<file path="src/rtl/ps2_scan_decoder.sv">
// PS/2 keyboard receiver: synchronises the raw lines, deframes 11-bit frames and strips E0/F0 prefixes.
// Optional typematic repeat suppression is enabled by defining KEY_REPEAT_FILTER_EN.
module ps2_scan_decoder #(
   parameter int SYNC_STAGES = 2,
   parameter int TIMEOUT_CLK = 5000
) (
   input  logic       clk,
   input  logic       key0_rst,
   input  logic       ps2_clk,
   input  logic       ps2_dat,
   output logic [7:0] key,
   output logic       ext,
   output logic       rdy,
   output logic       err
);

   localparam int TO_W = $clog2(TIMEOUT_CLK + 1);
   localparam logic [TO_W-1:0] TO_LAST = TO_W'(TIMEOUT_CLK - 1);

   typedef enum logic [1:0] {
      IDLE  = 2'd0,
      RECV  = 2'd1,
      CHECK = 2'd2
   } state_t;

   // Odd parity: data plus parity bit must contain an odd number of ones.
   function automatic logic odd_parity_ok(input logic [7:0] data, input logic par);
      return ^{data, par};
   endfunction

   // Device status bytes that carry no key information.
   function automatic logic is_status_byte(input logic [7:0] b);
      logic hit;
      case (b)
         8'hFA, 8'hAA, 8'hEE, 8'hFE, 8'h00, 8'hFF: hit = 1'b1;
         default:                                  hit = 1'b0;
      endcase
      return hit;
   endfunction

   logic [SYNC_STAGES-1:0] clk_sync_r;
   logic [SYNC_STAGES-1:0] dat_sync_r;
   logic                   clk_prev_r;
   logic                   fall_s;
   logic                   bit_s;

   state_t           state_r;
   logic [3:0]       bit_cnt_r;
   logic [9:0]       shift_r;
   logic [TO_W-1:0]  to_cnt_r;
   logic             ext_pend_r;
   logic             brk_pend_r;
   logic [7:0]       key_r;
   logic             ext_r;
   logic             rdy_r;
   logic             err_r;

   logic [7:0]       byte_s;
   logic             frame_ok_s;

`ifdef KEY_REPEAT_FILTER_EN
   logic [8:0]       held_r;
   logic             held_vld_r;
   logic [8:0]       code_s;
`endif

   // Line synchronisers; idle PS/2 lines are high, so reset to 1 to avoid a false edge.
   always_ff @(posedge clk or negedge key0_rst) begin
      if (!key0_rst) begin
         clk_sync_r <= '1;
         dat_sync_r <= '1;
         clk_prev_r <= 1'b1;
      end else begin
         clk_sync_r <= {clk_sync_r[SYNC_STAGES-2:0], ps2_clk};
         dat_sync_r <= {dat_sync_r[SYNC_STAGES-2:0], ps2_dat};
         clk_prev_r <= clk_sync_r[SYNC_STAGES-1];
      end
   end

   // Edge detect and frame check decode.
   always_comb begin
      fall_s     = clk_prev_r & ~clk_sync_r[SYNC_STAGES-1];
      bit_s      = dat_sync_r[SYNC_STAGES-1];
      byte_s     = shift_r[7:0];
      frame_ok_s = shift_r[9] & odd_parity_ok(shift_r[7:0], shift_r[8]);
`ifdef KEY_REPEAT_FILTER_EN
      code_s     = {ext_pend_r, shift_r[7:0]};
`endif
   end

   // Receive FSM, prefix tracking and registered outputs.
   always_ff @(posedge clk or negedge key0_rst) begin
      if (!key0_rst) begin
         state_r    <= IDLE;
         bit_cnt_r  <= 4'd0;
         shift_r    <= 10'd0;
         to_cnt_r   <= '0;
         ext_pend_r <= 1'b0;
         brk_pend_r <= 1'b0;
         key_r      <= 8'h00;
         ext_r      <= 1'b0;
         rdy_r      <= 1'b0;
         err_r      <= 1'b0;
`ifdef KEY_REPEAT_FILTER_EN
         held_r     <= 9'd0;
         held_vld_r <= 1'b0;
`endif
      end else begin
         rdy_r <= 1'b0;
         err_r <= 1'b0;
         case (state_r)
            IDLE: begin
               to_cnt_r <= '0;
               if (fall_s && !bit_s) begin
                  state_r   <= RECV;
                  bit_cnt_r <= 4'd0;
               end
            end
            RECV: begin
               if (fall_s) begin
                  to_cnt_r  <= '0;
                  shift_r   <= {bit_s, shift_r[9:1]};
                  bit_cnt_r <= bit_cnt_r + 4'd1;
                  // bit_cnt 9 means this edge carries the stop bit
                  if (bit_cnt_r == 4'd9) begin
                     state_r <= CHECK;
                  end
               end else if (to_cnt_r == TO_LAST) begin
                  state_r    <= IDLE;
                  to_cnt_r   <= '0;
                  err_r      <= 1'b1;
                  ext_pend_r <= 1'b0;
                  brk_pend_r <= 1'b0;
               end else begin
                  to_cnt_r <= to_cnt_r + TO_W'(1);
               end
            end
            CHECK: begin
               state_r   <= IDLE;
               bit_cnt_r <= 4'd0;
               if (!frame_ok_s) begin
                  err_r      <= 1'b1;
                  ext_pend_r <= 1'b0;
                  brk_pend_r <= 1'b0;
               end else if (byte_s == 8'hE0) begin
                  ext_pend_r <= 1'b1;
               end else if (byte_s == 8'hF0) begin
                  brk_pend_r <= 1'b1;
               end else if (is_status_byte(byte_s)) begin
                  ext_pend_r <= ext_pend_r;
               end else if (brk_pend_r) begin
                  ext_pend_r <= 1'b0;
                  brk_pend_r <= 1'b0;
`ifdef KEY_REPEAT_FILTER_EN
                  if (code_s == held_r) begin
                     held_vld_r <= 1'b0;
                  end
`endif
               end else begin
                  ext_pend_r <= 1'b0;
                  brk_pend_r <= 1'b0;
`ifdef KEY_REPEAT_FILTER_EN
                  // Typematic repeat of the held key is swallowed.
                  if (!(held_vld_r && (code_s == held_r))) begin
                     key_r      <= byte_s;
                     ext_r      <= ext_pend_r;
                     rdy_r      <= 1'b1;
                     held_r     <= code_s;
                     held_vld_r <= 1'b1;
                  end
`else
                  key_r <= byte_s;
                  ext_r <= ext_pend_r;
                  rdy_r <= 1'b1;
`endif
               end
            end
            default: begin
               state_r <= IDLE;
            end
         endcase
      end
   end

   assign key = key_r;
   assign ext = ext_r;
   assign rdy = rdy_r;
   assign err = err_r;

endmodule

</file>
<file path="config.mk">
export PLATFORM = sky130hd
export DESIGN_NAME = ps2_scan_decoder
export DESIGN_NICKNAME = d
export VERILOG_FILES = /design/src/rtl/ps2_scan_decoder.sv
export SDC_FILE = /design/constraint.sdc
export NUM_CORES = 1
export LEC_CHECK = 0
export ABC_CLOCK_PERIOD_IN_PS = 2700
export BUFFER_PORTS_ARGS = -buffer_cell sky130_fd_sc_hd__clkbuf_2
export CAP_MARGIN = 5
export CORE_MARGIN = 10
export CORE_UTILIZATION = 25
export DETAILED_ROUTE_END_ITERATION = 8
export PLACE_DENSITY = 0.43
export REMOVE_ABC_BUFFERS = 1
export SYNTH_ARGS = -nofsm -noshare
export SYNTH_HDL_FRONTEND = slang
export SYNTH_SLANG_ARGS = --single-unit
</file>
<file path="constraint.sdc">
create_clock -name clk -period 2.7 [get_ports clk]
set_clock_uncertainty 0.2 [all_clocks]
set_input_delay 0.54 -clock clk [delete_from_list [all_inputs] [get_ports clk]]
set_output_delay 0.54 -clock clk [all_outputs]
set_load 0.02 [all_outputs]
</file>
# Word-level counts from Yosys, hierarchy flattened
# Cells that the tools add are included.
# totals
register_bits	47
in_bits	4
out_inout_bits	11
word_cells	95
# classes
add_sub_neg	2
eq_ne	21
muxes	37
n_bitwise	7
n_reduce_logical	15
# op_table
operator	n
equality test 8 bit (second input constant)	7
2-to-1 mux 13 bit	2
case mux 13 bit (2 select lines)	1
2-to-1 mux 1 bit	23
adder 13 x 1 -> 13 bit (second input constant)	1
equality test 13 bit (second input constant)	1
!= test 4 bit (second input constant)	3
case mux 4 bit (3 select lines)	1
AND reduction 5 bit	2
!= test 3 bit (second input constant)	3
parity 9 bit	1
logical NOT 8 bit	1
2-to-1 mux 2 bit	4
2-to-1 mux 4 bit	2
!= test 2 bit (second input constant)	4
case mux 1 bit (2 select lines)	3
AND reduction 3 bit	2
AND reduction 6 bit	1
OR reduction 6 bit	1
inverter 1 bit	5
adder 4 x 1 -> 4 bit (second input constant)	1
equality test 4 bit (second input constant)	1
case mux 2 bit (2 select lines)	1
nonzero test 2 bit	2
other kinds (8)	9

# Logic depth before layout (Yosys ltp)
# Gate-level depths: netlist of the first run.
# logic_depth
ltp_word	12
mapped_depth	8
ltp_nobuf	7

# Least setup slack after synthesis of the first run
# OpenSTA, ideal clock, no wires.
# synth_path
kind	flip-flop to flip-flop
from	reg state_r[1]
to	reg to_cnt_r[12]
setup_time_ps	83
t_arrival_ps	1997
t_required_ps	2417
path_slack_ps	420
path_stages_with_launch	8
path_buffers	1
synth_period_minus_slack_ps	2280
cell_sequence	dfrtp_1 > inv_1 > ha_1 > clkbuf_1 > nand2_1 > or2_4 > or4_2 > o21ai_0
# synth_via
elab_chain_cells	2
word_cells_on_any_way	4
classes_between	1 x eq/ne; 1 x mux; 2 x reduce/logical
# synth_rtl
item	line	source
start: declaration	47	state_t state_r;
start signal: assignment	94	state_r <= IDLE;
start signal: assignment	115	state_r <= RECV;
start signal: assignment	126	state_r <= CHECK;
equality test 2 x 1 -> 1 bit or logical NOT 2 bit (tied branches)	111	case (state_r)
case mux 13 bit (2 select lines) or nonzero test 2 bit (tied branches)	--	
end signal: assignment	135	to_cnt_r <= to_cnt_r + TO_W'(1);
end: declaration	50	logic [TO_W-1:0] to_cnt_r;
# Several ways; a longest one is shown, not always the timed one.
# A chain may end at the register's enable or synchronous reset.

# Final worst setup path of the first run
# layout_path
from	reg shift_r[4]
to	reg key_r[4], in the netlist key[4]
# layout_via
elab_chain_cells	9
word_cells_on_any_way	20
classes_between	7 x eq/ne; 5 x mux; 4 x bitwise; 4 x reduce/logical
# layout_rtl
item	line	source
start: declaration	49	logic [9:0] shift_r;
start signal: assignment	122	shift_r <= {bit_s, shift_r[9:1]};
equality test 8 bit or logical NOT 8 bit (tied branches)	34	case (b)
OR reduction 6 bit	34	
2-to-1 mux 1 bit	34	
2-to-1 mux 1 bit	147	end else if (byte_s == 8'hF0) begin
2-to-1 mux 1 bit	145	end else if (byte_s == 8'hE0) begin
2-to-1 mux 1 bit	141	if (!frame_ok_s) begin
2-to-1 mux 1 bit	111	
inverter 1 bit (no line)	--	
AND reduction 6 bit (no line)	--	
end signal: assignment	172	key_r <= byte_s;
end: declaration	53	logic [7:0] key_r;
# Several ways; a longest one is shown, not always the timed one. The select of a mux whose other input is x is not followed.

==> flow_summary.json, run 1 <==
{
  "status": "finished, final reports clean",
  "fin_crit_sh": 0.874,
  "finalMaxSlewViolations": 0,
  "io_pins": 15,
  "cts_resized": 0,
  "yosys_most_used_dff": "dfrtp_1",
  "post-place-ws_ns": 0.329,
  "fill_cells": 988,
  "post_cts_buffers": 0,
  "clock_path_buffers": 2,
  "min_path_type": "in -> async",
  "worstMarginPinSlew_ns": 0.619,
  "gr-total-overflow": 0,
  "grt_pass1_wl_microns": 8580,
  "p_leak_nw": 1.23,
  "ir_drop_uv": 348,
  "path_class": "reg -> reg",
  "grt_pass1_vias": 1695,
  "synthArstFlopShare": 1.00,
  "netlist.top_cell.by_area": "dfrtp_1",
  "cts_sinks": 47,
  "met1_length_microns": 2480,
  "drive_above_1_share": 0.287,
  "htree_levels": 2,
  "dr.pass1.iters": 4,
  "layout_common_cells": "dfrtp_1, mux2_2, nand2_1, o21ai_0, clkbuf_2",
  "fmax_mhz": 424,
  "grt_max_degree": 25,
  "seq_area_frac_synth": 0.495,
  "gp_congestion": 0.763,
  "antenna_found_initial": 0,
  "wl_microns": 4820,
  "yosys_warnings": 0,
  "drc": 0,
  "start_util": 0.257,
  "setup_ws_ns": 0.341,
  "synthCells": 212,
  "final_common_cell": "dfrtp_1",
  "rsz0062_at_grt": "no",
  "setup_violations": 0,
  "dp_cells": 358,
  "num_rows": 35,
  "clk_latency_ns": 0.30,
  "place_hpwl_microns": 3470,
  "post-route-util": 0.294,
  "chipWidth_microns": 118,
  "ctsHoldBuffers": 0,
  "cap_viol_max_count": 0,
  "stdcell_count": 366,
  "synth_area_per_cell_sq_um": 11.3,
  "synth-edff-count": 0,
  "syn2layout_area_growth_pct": 14.2,
  "power.density_nw_per_um2": 729,
  "clockRootBuffer": "clkbuf_8",
  "fin_nets": 246,
  "drt_iter0_markers": 117,
  "die_area_sq_um": 13900,
  "crit_path_start_kind": "flop",
  "met2_length_microns": 2120,
  "hold_viol_final": 0,
  "synth_area_leaders": "dfrtp_1, mux2_2, dfstp_2",
  "cts.clk_slew.worst_paths_ns": 0.09,
  "critPathRequiredTime_ns": 2.68,
  "synth_seq_cells": 47,
  "tns_ns": 0,
  "synth_top_area_share": 0.440,
  "top_layer_used": "met4",
  "netlist_area_sq_um": 2390,
  "slew_headroom": 0.587,
  "die_h_microns": 118,
  "num_vias": 1641,
  "diodes": 0,
  "stdcell_area_sq_um": 2730,
  "post-route-min-period_ns": 2.36,
  "routed_via_density": 4.48,
  "core_sq_um": 9280,
  "cts_tree": "built",
  "crit_arrival_ns": 2.34,
  "avgRoutedWirePerCell_microns": 13.2,
  "io_buffers": 14,
  "placed_area_sq_um": 2650,
  "grt_util_all_layers": 0.0721,
  "drtAntennaViolNets": 0,
  "route.met3.wl_microns": 181,
  "cp-end-kind": "flop",
  "cts_made_buffers": 5,
  "synth_cell_type_count": 57,
  "crit_path_max_fanout": 10
}
logic make-up (layout without fill, tap and decap cells):
logic type | after synthesis | in the layout | share of synthesized area
simple gates | 68 | 68 | 0.176
compound gates | 50 | 50 | 0.139
flops | 47 | 47 | 0.495
mux | 19 | 19 | 0.0906
buf+inv | 16 | 41 | 0.0346
fa+ha+maj | 6 | 6 | 0.0314
xor+xnor | 6 | 6 | 0.0341
flip-flops by register name, summed over array words and instances (netlist names):
signal / flops
to_cnt_r: 13
shift_r: 10
key: 8
bit_cnt_r: 4
clk_sync_r: 2
dat_sync_r: 2
state_r: 2
brk_pend_r: 1
clk_prev_r: 1
err: 1
ext: 1
ext_pend_r: 1
rdy: 1
cell type report:
type	instances	area, sq um	area share
repair buffers	24	145	0.0532
multi-input cells	149	1120	0.412
flip-flops and latches	47	1180	0.433
well taps	129	161	0.0592
clock inverters	1	5.00	0.00183
clock buffers	7	76.3	0.0280
inverters	9	33.8	0.0124
path summary, 6_finish.rpt:
path                          startpoint            end  slack [ns]  cells after the start
hold reg to reg            clk_sync_r[0]  clk_sync_r[1]        0.16                      0
max in group asynchronous       key0_rst     ext_pend_r        1.57                      2
min in group clk                 ps2_clk  clk_sync_r[0]        0.11                      1
setup reg to reg              shift_r[4]         key[4]        0.34                      6
hold / removal                  key0_rst   bit_cnt_r[1]        0.04                      1
setup / recovery              shift_r[4]         key[4]        0.34                      6
per-layer routing:
layer,up-vias,GRT usage
met2,26,0.109
met3,4,0.0221
li1,827,-
met5,-,0
met4,0,0.0185
met1,784,0.0967
critical path: stages (launching register included):
cell	delay (ns)
dfrtp_1	0.51
o21ba_2	0.25
a211oi_1	0.31
o21ai_0	0.25
nor3_4	0.22
buf_4	0.18
mux2_2	0.33
where the power goes:
group	switching (mW)	leakage, nW	total [mW]	internal (mW)
Combinational	0.334	0.560	0.660	0.327
Sequential	0.128	0.629	0.920	0.792
Clock	0.226	0.0422	0.408	0.182
stage by stage:
step / power (mW) / hold slack [ns]
CTS: 2.03 / 0.0736
global route: 2.16 / 0.0895
global placement: 1.59 / 0.148
detailed placement: 1.60 / 0.147
finish: 1.99 / 0.0423
floorplan: 1.41 / 0.0444
synthesized netlist by cell type, types with 3 or more instances:
library cell / count
a211oi_1: 3
a21o_1: 4
a21oi_1: 4
a22o_1: 4
a31oi_1: 4
and3_1: 5
buf_2: 3
dfrtp_1: 42
dfstp_2: 5
ha_1: 6
inv_1: 9
mux2_2: 18
nand2_1: 16
nand2b_1: 5
nand3_1: 6
nor2_1: 7
nor4_1: 5
o21ai_0: 16
Power figures use the tool's default switching activity.
==> inputs of run 2 (changes only) <==
--- a/config.mk
+++ b/config.mk
@@ -5,7 +5,7 @@
 export SDC_FILE = /design/constraint.sdc
 export NUM_CORES = 1
 export LEC_CHECK = 0
-export ABC_CLOCK_PERIOD_IN_PS = 2700
+export ABC_CLOCK_PERIOD_IN_PS = 2400
 export BUFFER_PORTS_ARGS = -buffer_cell sky130_fd_sc_hd__clkbuf_2
 export CAP_MARGIN = 5
 export CORE_MARGIN = 10
==> constraint.sdc (replaced) <==
create_clock -name clk -period 2.4 [get_ports clk]
set_clock_uncertainty 0.2 [all_clocks]
set_input_delay 0.48 -clock clk [delete_from_list [all_inputs] [get_ports clk]]
set_output_delay 0.48 -clock clk [all_outputs]
set_load 0.02 [all_outputs]
==> flow_summary.json, run 2 (synthesis results as in run 1) <==
{
  "crit_path_max_fanout": 14,
  "crit_buf_inv": 0,
  "grt_pass1_vias": 1689,
  "whs_ns": 0.0522,
  "avgRoutedWirePerCell_microns": 13.2,
  "crit_slowest_cell": "or4_2",
  "p_leak_nw": 1.30,
  "layout_common_cells": "dfrtp_1, mux2_2, nand2_1, buf_4, o21ai_0",
  "clock_path_buffers": 2,
  "cts.clk_slew.worst_paths_ns": 0.09,
  "cp-end-kind": "flop",
  "final_common_cell": "dfrtp_1",
  "place_hpwl_microns": 3570,
  "largest_register_ffs": 13,
  "grt_max_degree": 28,
  "status": "finished, final reports clean",
  "drive_above_1_share": 0.321,
  "die_h_microns": 118,
  "syn2layout_area_growth_pct": 19.5,
  "wl_microns": 4940,
  "die_area_sq_um": 13900,
  "cts_made_buffers": 5,
  "num_rows": 35,
  "drc": 0,
  "cts_sinks": 47,
  "io_buffers": 14,
  "power.density_nw_per_um2": 845,
  "grt_util_all_layers": 0.0737,
  "chipWidth_microns": 118,
  "slowest_delay_ns": 0.64,
  "r2r-start": "to_cnt_r[0]",
  "worstHoldStart": "ps2_clk",
  "setup_violations": 0,
  "fin_nets": 255,
  "post_cts_buffers": 0,
  "start_util": 0.257,
  "diodes": 0,
  "clk_latency_ns": 0.30,
  "post-route-min-period_ns": 2.29,
  "core_sq_um": 9280,
  "cts_tree": "built",
  "slew_headroom": 0.594,
  "dr.pass1.iters": 4,
  "crit_path_start_kind": "flop",
  "path_class": "reg -> reg",
  "fin_crit_sh": 0.953,
  "io_pins": 15,
  "gr-total-overflow": 0,
  "fmax_mhz": 437,
  "critPathRequiredTime_ns": 2.41,
  "routed_via_density": 4.43,
  "drtAntennaViolNets": 0,
  "worstMarginPinSlew_ns": 0.606,
  "num_vias": 1662,
  "min_path_type": "in -> reg",
  "fill_cells": 997,
  "drt_iter0_markers": 54,
  "grt_pass1_wl_microns": 8710,
  "crit_start": "to_cnt_r[0]",
  "placed_area_sq_um": 2730,
  "ir_drop_uv": 329,
  "gp_congestion": 0.771,
  "crit_arrival_ns": 2.30,
  "cap_viol_max_count": 0,
  "finalMaxSlewViolations": 0,
  "antenna_found_initial": 0,
  "largest_register": "to_cnt_r",
  "critical-path-top-delay-family": "simple AND/OR/NAND/NOR gates",
  "stdcell_area_sq_um": 2860,
  "hold_viol_final": 0,
  "htree_levels": 2,
  "clockRootBuffer": "clkbuf_8",
  "cp_cell_sequence": "ha_1 -> nand2_1 -> nor4_4 -> or2_4 -> or4_2 -> o21ai_0"
}
-- run 2: cell types whose count changed in the layout (fill, tap and decap cells not counted), sizes merged --
cell         change
buf              +8
bufinv           +1
clkbuf           -2
clkinv           +1
dlygate4sd3      +1
-- run 2: report_power, final --
| group | switching, mW | internal, mW |
|---|---|---|
| Sequential | 0.110 | 0.892 |
| Combinational | 0.424 | 0.403 |
| Clock | 0.274 | 0.310 |
-- run 2: cell type report --
| type | count | area, sq um | share of cell area |
|---|---|---|---|
| sequential | 47 | 1180 | 0.415 |
| clock buffer | 5 | 68.8 | 0.0241 |
| inverter | 9 | 33.8 | 0.0118 |
| clock inverter | 3 | 43.8 | 0.0153 |
| multi-input combinational | 149 | 1120 | 0.394 |
| tap | 129 | 161 | 0.0565 |
| timing repair buffer | 33 | 240 | 0.0841 |
-- run 2: routing by layer --
layer,GRT usage,vias to the layer above,wire length [microns],share of wire
met3,0.0206,4,145,0.029
met2,0.114,16,2220,0.45
met4,0.0162,0,32,0.0065
met5,0,-,0,0
met1,0.0991,797,2540,0.51
li1,-,845,-,-
-- run 2: metrics by stage --
stage / worst slack, ns / cells / total power, mW / TNS, ns / util
final: 0.112 / 375 / 2.41 / 0 / 0.308
after CTS: 0.100 / 375 / 2.45 / 0 / 0.307
after global routing: -0.00105 / 375 / 2.60 / -0.00143 / 0.308
after global placement: 0.143 / 366 / 1.84 / 0 / 0.294
after floorplan: 0.0665 / 205 / 1.59 / 0 / -
after detailed placement: 0.116 / 366 / 1.84 / 0 / 0.294
-- run 2: worst reg2reg max path, delay by kind of cell, from the launching register on --
kind / cells / cell delay, ns
compound gates: 1 / 0.10
simple gates: 4 / 1.23
fa+ha+maj: 1 / 0.25
flops: 1 / 0.42
-- run 2: worst paths after layout --
path,endpoint,slack [ns],cells past startpoint
min in group asynchronous,key[7],0.50,2
max reg2reg,to_cnt_r[12],0.11,6
min,clk_sync_r[0],0.05,1
max in group asynchronous,dat_sync_r[0],0.88,3
max,to_cnt_r[12],0.11,6
min reg2reg,clk_sync_r[1],0.16,0
-- run 2: repair_timing --
| action | 4_1_cts | 5_1_grt |
|---|---|---|
| resized for setup | 0 | 2 |
| hold endpoints to repair | 20 | 0 |
| hold buffers | 1 | 0 |
| endpoints found under the setup margin | 0 | 9 |
